## config.mk

```make
export PLATFORM = sky130hd
export DESIGN_NAME = fixed_to_fp_pipe
export DESIGN_NICKNAME = d
export VERILOG_FILES = /design/src/rtl/fixed_to_fp_pipe.sv
export SDC_FILE = /design/constraint.sdc
export NUM_CORES = 1
export LEC_CHECK = 0
export ABC_AREA = 1
export ABC_CLOCK_PERIOD_IN_PS = 22000
export CAP_MARGIN = 10
export CORE_MARGIN = 4
export CORE_UTILIZATION = 65
export DETAILED_ROUTE_END_ITERATION = 6
export PLACE_DENSITY = 0.95
export SETUP_SLACK_MARGIN = 0.02
export SLEW_MARGIN = 15
export SYNTH_ARGS = -nofsm -noshare
export SYNTH_HDL_FRONTEND = slang
export SYNTH_SLANG_ARGS = --single-unit
```

## constraint.sdc

```tcl
create_clock -name clk -period 22 [get_ports clk]
set_clock_uncertainty 0.15 [all_clocks]
set_input_delay 4.4 -clock clk [delete_from_list [all_inputs] [get_ports clk]]
set_output_delay 4.4 -clock clk [all_outputs]
set_load 0.005 [all_outputs]
```

## src/rtl/fixed_to_fp_pipe.sv

```systemverilog
// Three-stage converter from a signed fixed-point sum plus block exponent to a packed
// float, with round-to-nearest-even, saturation to infinity and flush-to-zero.
module fixed_to_fp_pipe #(
  parameter int DATA_WIDTH  = 51,
  parameter int FIXED_POINT = 46,
  parameter int EXP_W       = 8,
  parameter int MANT_W      = 23
) (
  input  logic                  clk,
  input  logic                  rst_n,
  input  logic                  in_valid,
  output logic                  in_ready,
  input  logic [DATA_WIDTH-1:0] in_fixed,
  input  logic [7:0]            in_exp,
  output logic                  out_valid,
  input  logic                  out_ready,
  output logic [EXP_W+MANT_W:0] out_fp,
  output logic [3:0]            out_flags
);
  localparam int BIAS = (1 << (EXP_W - 1)) - 1;
  localparam int EMAX = (1 << EXP_W) - 1;
  localparam int PW   = $clog2(DATA_WIDTH);
  localparam int SW   = MANT_W + 1;

  logic en;
  logic v1;
  logic v2;

  assign en       = !out_valid || out_ready;
  assign in_ready = en;

  logic                  s1_sign;
  logic [DATA_WIDTH-1:0] s1_mag;
  logic [7:0]            s1_exp;

  // Negating the most-negative input yields 2^(DATA_WIDTH-1), which is exact as unsigned.
  always_ff @(posedge clk) begin
    if (en) begin
      s1_sign <= in_fixed[DATA_WIDTH-1];
      s1_mag  <= in_fixed[DATA_WIDTH-1] ? -in_fixed : in_fixed;
      s1_exp  <= in_exp;
    end
  end

  logic [PW-1:0]      lead;
  int                 sh;
  logic [SW-1:0]      norm_sig;
  logic               norm_guard;
  logic               norm_sticky;
  logic signed [11:0] norm_e;

  always_comb begin
    lead = '0;
    for (int i = 0; i < DATA_WIDTH; i++) begin
      if (s1_mag[i]) lead = PW'(i);
    end
  end

  always_comb begin
    sh          = int'(lead) - MANT_W;
    norm_guard  = 1'b0;
    norm_sticky = 1'b0;
    if (sh > 0) begin
      norm_sig = SW'(s1_mag >> sh);
      for (int i = 0; i < DATA_WIDTH; i++) begin
        if (i == sh - 1)     norm_guard  = s1_mag[i];
        else if (i < sh - 1) norm_sticky = norm_sticky | s1_mag[i];
      end
    end else begin
      norm_sig = SW'(s1_mag << (MANT_W - int'(lead)));
    end
    norm_e = 12'(int'($signed(s1_exp)) + int'(lead) - FIXED_POINT + BIAS);
  end

  logic               s2_sign;
  logic               s2_guard;
  logic               s2_sticky;
  logic [SW-1:0]      s2_sig;
  logic signed [11:0] s2_e;

  // A zero magnitude is the only case where the hidden bit of s2_sig is clear.
  always_ff @(posedge clk) begin
    if (en) begin
      s2_sign   <= s1_sign;
      s2_guard  <= norm_guard;
      s2_sticky <= norm_sticky;
      s2_sig    <= norm_sig;
      s2_e      <= norm_e;
    end
  end

  logic                  round_up;
  logic                  mant_carry;
  logic [MANT_W-1:0]     mant_rnd;
  logic signed [12:0]    e_fin;
  logic [EXP_W+MANT_W:0] fp_nxt;
  logic [3:0]            flags_nxt;

  always_comb begin
    round_up                = s2_guard & (s2_sticky | s2_sig[0]);
    {mant_carry, mant_rnd}  = {1'b0, s2_sig[MANT_W-1:0]} + SW'(round_up);
    e_fin                   = $signed({s2_e[11], s2_e}) + $signed({12'd0, mant_carry});
    fp_nxt                  = '0;
    flags_nxt               = 4'b0000;
    if (!s2_sig[MANT_W]) begin
      flags_nxt = 4'b0001;
    end else if (int'(e_fin) >= EMAX) begin
      fp_nxt    = {s2_sign, {EXP_W{1'b1}}, {MANT_W{1'b0}}};
      flags_nxt = 4'b1010;
    end else if (int'(e_fin) <= 0) begin
      fp_nxt    = {s2_sign, {(EXP_W + MANT_W){1'b0}}};
      flags_nxt = 4'b1100;
    end else begin
      fp_nxt    = {s2_sign, e_fin[EXP_W-1:0], mant_rnd};
      flags_nxt = {s2_guard | s2_sticky, 3'b000};
    end
  end

  always_ff @(posedge clk or negedge rst_n) begin
    if (!rst_n) begin
      v1        <= 1'b0;
      v2        <= 1'b0;
      out_valid <= 1'b0;
      out_fp    <= '0;
      out_flags <= '0;
    end else if (en) begin
      v1        <= in_valid;
      v2        <= v1;
      out_valid <= v2;
      if (v2) begin
        out_fp    <= fp_nxt;
        out_flags <= flags_nxt;
      end
    end
  end

endmodule

```

Word level (Yosys, flattened, before mapping):

Index checks and enable logic that the tools add are counted.

* output and inout port bits: 38
* bits in registers: 137

* reduce and logical (&&, ||, !) cells: 4
* add/subtract/negate cells: 9
* shift-type cells: 2
* bitwise operators: 53
* $lt $le $gt $ge: 54
* mux-type cells: 261
* equal/unequal tests: 50

Operators by type and width (count)
* two-way mux 6 bit: 49
* two-way mux 1 bit: 204
* equality test 7 x 8 -> 1 bit (first input constant): 19
* < comparator 7 x 8 -> 1 bit (first input constant): 19
* equality test 6 x 8 -> 1 bit (first input constant): 16
* < comparator 6 x 8 -> 1 bit (first input constant): 16
* equality test 5 x 8 -> 1 bit (first input constant): 8
* < comparator 5 x 8 -> 1 bit (first input constant): 8
* two-way mux 31 bit: 2
* bitwise OR 1 bit: 52
* negator 51 bit: 1
* << shifter 51 x 32 -> 24 bit: 1
* >> shifter 51 x 32 -> 24 bit: 1
* two-way mux 50 bit: 1
* equality test 4 x 8 -> 1 bit (first input constant): 4
* zero test 32 bit: 1
* < comparator 4 x 8 -> 1 bit (first input constant): 4
* two-way mux 32 bit: 1
* adder 23 x 1 -> 24 bit: 1
* two-way mux 24 bit: 1
* equality test 3 x 8 -> 1 bit (first input constant): 2
* < comparator 3 x 8 -> 1 bit (first input constant): 2
* adder 11 x 2 -> 12 bit: 1
* >= comparator 12 x 9 -> 1 bit (second input constant): 1
* other kinds (16): 18

Depth between registers and ports, before layout:

* word-level depth: 255
* mapped depth: 117

Worst setup path before layout:

OpenSTA, ideal clock, no wires.

* path kind: input to output
* from: in out_ready
* to: out in_ready
* cell stages on the path: 2
* setup slack: 11.022 ns
* buffers on the path: 0
* arrival: 6.428 ns
* path through: nor2_1 inv_1

* word-level cells in the longest chain between the ends: 1

Ends and longest elaborated chain
* start: declaration: RTL line 16 `input logic out_ready,`
* logical OR 1 bit: RTL line 29 `assign en = !out_valid || out_ready;`
* end: declaration: RTL line 12 `output logic in_ready,`

Every way passes these cells.

Final worst setup path:

Ends and elaborated chain as after synthesis.

==> flow_metrics.env <==
export IMPL_htree_levels=4
export IMPL_synth_edf_count=98
export IMPL_switching_share=0.503
export IMPL_setup_viol=0
export IMPL_layout_min_cycle_time_ps=10610
export IMPL_ys_types=55
export IMPL_critPathMostFrequentCell="clkdlybuf4s50_1"
export IMPL_cts_root_buf="clkbuf_16"
export IMPL_multi_input_area_um2=7760
export IMPL_fin_util=0.750
export IMPL_critical_path_required_ps=17450
export IMPL_grt_setup_unrepaired="no"
export IMPL_worstSkewPairLatency_ps=440
export IMPL_irDropWorstVdd_mv=0.0586
export IMPL_syn2layout_area_growth_pct=12.5
export IMPL_crit_buf_inv=3
export IMPL_r2r_cells=113
export IMPL_fp_row_count=51
export IMPL_r2r_start="s1_mag[2]$_DFFE_PN_"
export IMPL_tns_ps=0
export IMPL_slew_viol_final=0
export IMPL_status="finished clean"
export IMPL_crit_chain="clkdlybuf4s50_1 -> nor2_1 -> inv_4 -> clkdlybuf4s50_1"
export IMPL_drive_gt1_frac=0.0472
export IMPL_grt_usage=0.392
export IMPL_synth_ff_type="edfxtp_1"
export IMPL_ioPinCount=101
export IMPL_drtAntennaViolNets=0
export IMPL_p_sw_uw=856
export IMPL_overflow=0
export IMPL_io_buffers=100
export IMPL_antennaDiodeCount=0
export IMPL_cp_slowest_cell="clkdlybuf4s50_1"
export IMPL_antenna_found_initial=0
export IMPL_async_flop_share=0.285
export IMPL_max_cap_violations=0
export IMPL_crit_family="buffers and inverters"
export IMPL_via_count=14713
export IMPL_grt_max_degree=86
export IMPL_dp_hpwl_um=33800
export IMPL_rrSetupSlack_ps=12160
export IMPL_fp_coreArea_um2=19600
export IMPL_clk_pin_slew_ps=60
export IMPL_finalHoldViolations=0
export IMPL_synth_top_cell_area_share=0.225
export IMPL_critPathCapture="in_ready"
export IMPL_tightest_slew_ps=980
export IMPL_hold_class="register to register"
export IMPL_maxSlewHeadroom=0.341
export IMPL_synth_top_cell_by_area="edfxtp_1"
export IMPL_gp_congestion=1.08
export IMPL_initial_core_util=0.666
export IMPL_finalWirelength_um=44200
export IMPL_ys_ff_latch=137
export IMPL_die_x_um=150
export IMPL_leakage_uw=0.00657
export IMPL_cp_depth=4
export IMPL_cts_buffers=17
export IMPL_power_frac_clock=0.163
export IMPL_powerDensity_nw_per_um2=116
export IMPL_avgViaCountPerCell=6.18
export IMPL_p_int_uw=845
export IMPL_p_comb_frac=0.568
export IMPL_fillers=1554
export IMPL_finalCritPeriodShare=0.482
export IMPL_seqCellArea_um2=3920
export IMPL_synth_net_count=2149
export IMPL_post_cts_buffers=0
export IMPL_criticalPathCategory="primary input to output port"
export IMPL_final_cell_area_um2=14700
export IMPL_worst_setup_path_start_kind="primary input"
export IMPL_yosysWarnings=0
export IMPL_drcViolationCount=0
export IMPL_synthTopCellsByArea="edfxtp_1 23%, nand2_1 17%, o21ai_0 11%"
export IMPL_cts_resized=0
export IMPL_holdBufCountCts=0
export IMPL_layout_nets=2195
export IMPL_seqPwrFrac=0.268
export IMPL_cts_tree="built"
export IMPL_cpPeakStageDelay_ps=630
export IMPL_grt_pass1_wl_um=68900
export IMPL_clock_sinks=137
export IMPL_startpoint="out_ready"
export IMPL_avgRoutedWirePerCell_um=18.6
export IMPL_placed_area_um2=14100
export IMPL_critPathMaxFanout=43
export IMPL_drt_first_pass_iters=7
export IMPL_first_global_vias=13517
export IMPL_arrival_ps=6060
export IMPL_clock_path_buffers=2
export IMPL_cp_end_kind="output port"
export IMPL_dr_first_iter_drc_count=2041
export IMPL_max_freq_mhz=94.2
export IMPL_synthCells=2058
export IMPL_dieArea_um2=22400
export IMPL_die_h_um=150
export IMPL_ys_seq_area_frac=0.300
export IMPL_r2r_end="s2_guard$_SDFFCE_PN0N_"
export IMPL_synth_area_um2=13100
export IMPL_post_synth_cell_area_avg_um2=6.34
registers in the layout, indices dropped and copies added (netlist names):
name       count
s1_sign        1
out_valid      1
s2_sticky      1
v1             1
s2_sig        24
s1_exp         8
out_fp        32
s2_sign        1
out_flags      4
s2_e          11
v2             1
s2_guard       1
s1_mag        51
layer usage:
layer,share of wire,GRT usage
met2,0.46,0.661
met1,0.37,0.464
met4,0.081,0.259
met5,0,0
met3,0.090,0.0630
per-stage QoR:
stage | hold slack (ps) | power (uW) | cells | worst slack [ps]
2_1_floorplan | 250 | 1090 | 2058 | 11020
3_3_place_gp | 251 | 1360 | 2350 | 11470
3_5_place_dp | 269 | 1380 | 2350 | 11440
4_1_cts | 285 | 1660 | 2382 | 11430
5_1_grt | 304 | 1810 | 2382 | 11060
6_report | 296 | 1700 | 2382 | 11390
worst min path at each step:
stage | start | end | slack (ps) | cells after the start
floorplan | s1_sign$_DFFE_PN_ | s2_sign$_DFFE_PN_ | 250 | 0
global placement | s1_sign$_DFFE_PN_ | s2_sign$_DFFE_PN_ | 250 | 0
detailed placement | s1_sign$_DFFE_PN_ | s2_sign$_DFFE_PN_ | 270 | 0
CTS | s1_sign$_DFFE_PN_ | s2_sign$_DFFE_PN_ | 280 | 0
global route | s1_sign$_DFFE_PN_ | s2_sign$_DFFE_PN_ | 300 | 0
finish | s1_sign$_DFFE_PN_ | s2_sign$_DFFE_PN_ | 300 | 0
placed cells by master, fill, tap and decap left out, types with 4 or more instances in the layout:
cell type          n
ha_1              27
o2111ai_1          7
xnor2_1           26
a31oi_1           11
a221oi_1           6
clkbuf_16         17
o211ai_1          30
a21oi_1           45
nand2_1          608
inv_6              6
nand4_1           27
nor2_1           226
inv_1            255
xor2_1            43
buf_4             13
nand2_2           11
nor2_4             5
o31ai_1           11
nor2_2             4
inv_2             16
nand2_4            4
dfrtp_1           39
o21ai_0          276
nand3_2            5
nor3_1            31
nor4_1            11
clkdlybuf4s50_1   99
a32o_1             6
edfxtp_1          98
or2_2              5
mux2i_1            6
o22ai_1           10
nand3_1           83
logic make-up (layout without fill, tap and decap cells):
group | count (synthesis) | count (layout) | synth area share
AOI/OAI and AO/OA | 434 | 434 | 0.190
xor gates and xnor gates | 69 | 69 | 0.0463
adders and majority gates | 28 | 28 | 0.0274
buffers and inverters | 360 | 419 | 0.106
DFF | 137 | 137 | 0.300
muxes | 6 | 6 | 0.00460
and+or+nand+nor | 1024 | 1024 | 0.325
power groups by stage:
stage               registers [uW]  clock network, uW  logic, uW
global route                   463                287       1060
CTS                            452                277        934
detailed placement             457                  0        923
global placement               451                  0        904
finish                         457                278        967
floorplan                      441                  0        650
cells in the mapped netlist, types with 27 or more instances:
master / n
nand2_1: 608
o21ai_0: 276
inv_1: 256
nor2_1: 226
edfxtp_1: 98
nand3_1: 83
clkbuf_1: 58
a21oi_1: 45
xor2_1: 43
dfrtp_1: 39
nor3_1: 31
o211ai_1: 30
ha_1: 27
nand4_1: 27
cell type report:
type | count | share of cell area
well taps | 265 | 0.0226
flip-flops and latches | 137 | 0.267
clock inverters | 15 | 0.00886
repair buffers | 113 | 0.0745
clock buffers | 17 | 0.0290
multi-input cells | 1561 | 0.528
inverters | 274 | 0.0702
Power figures use the tool's default switching activity.
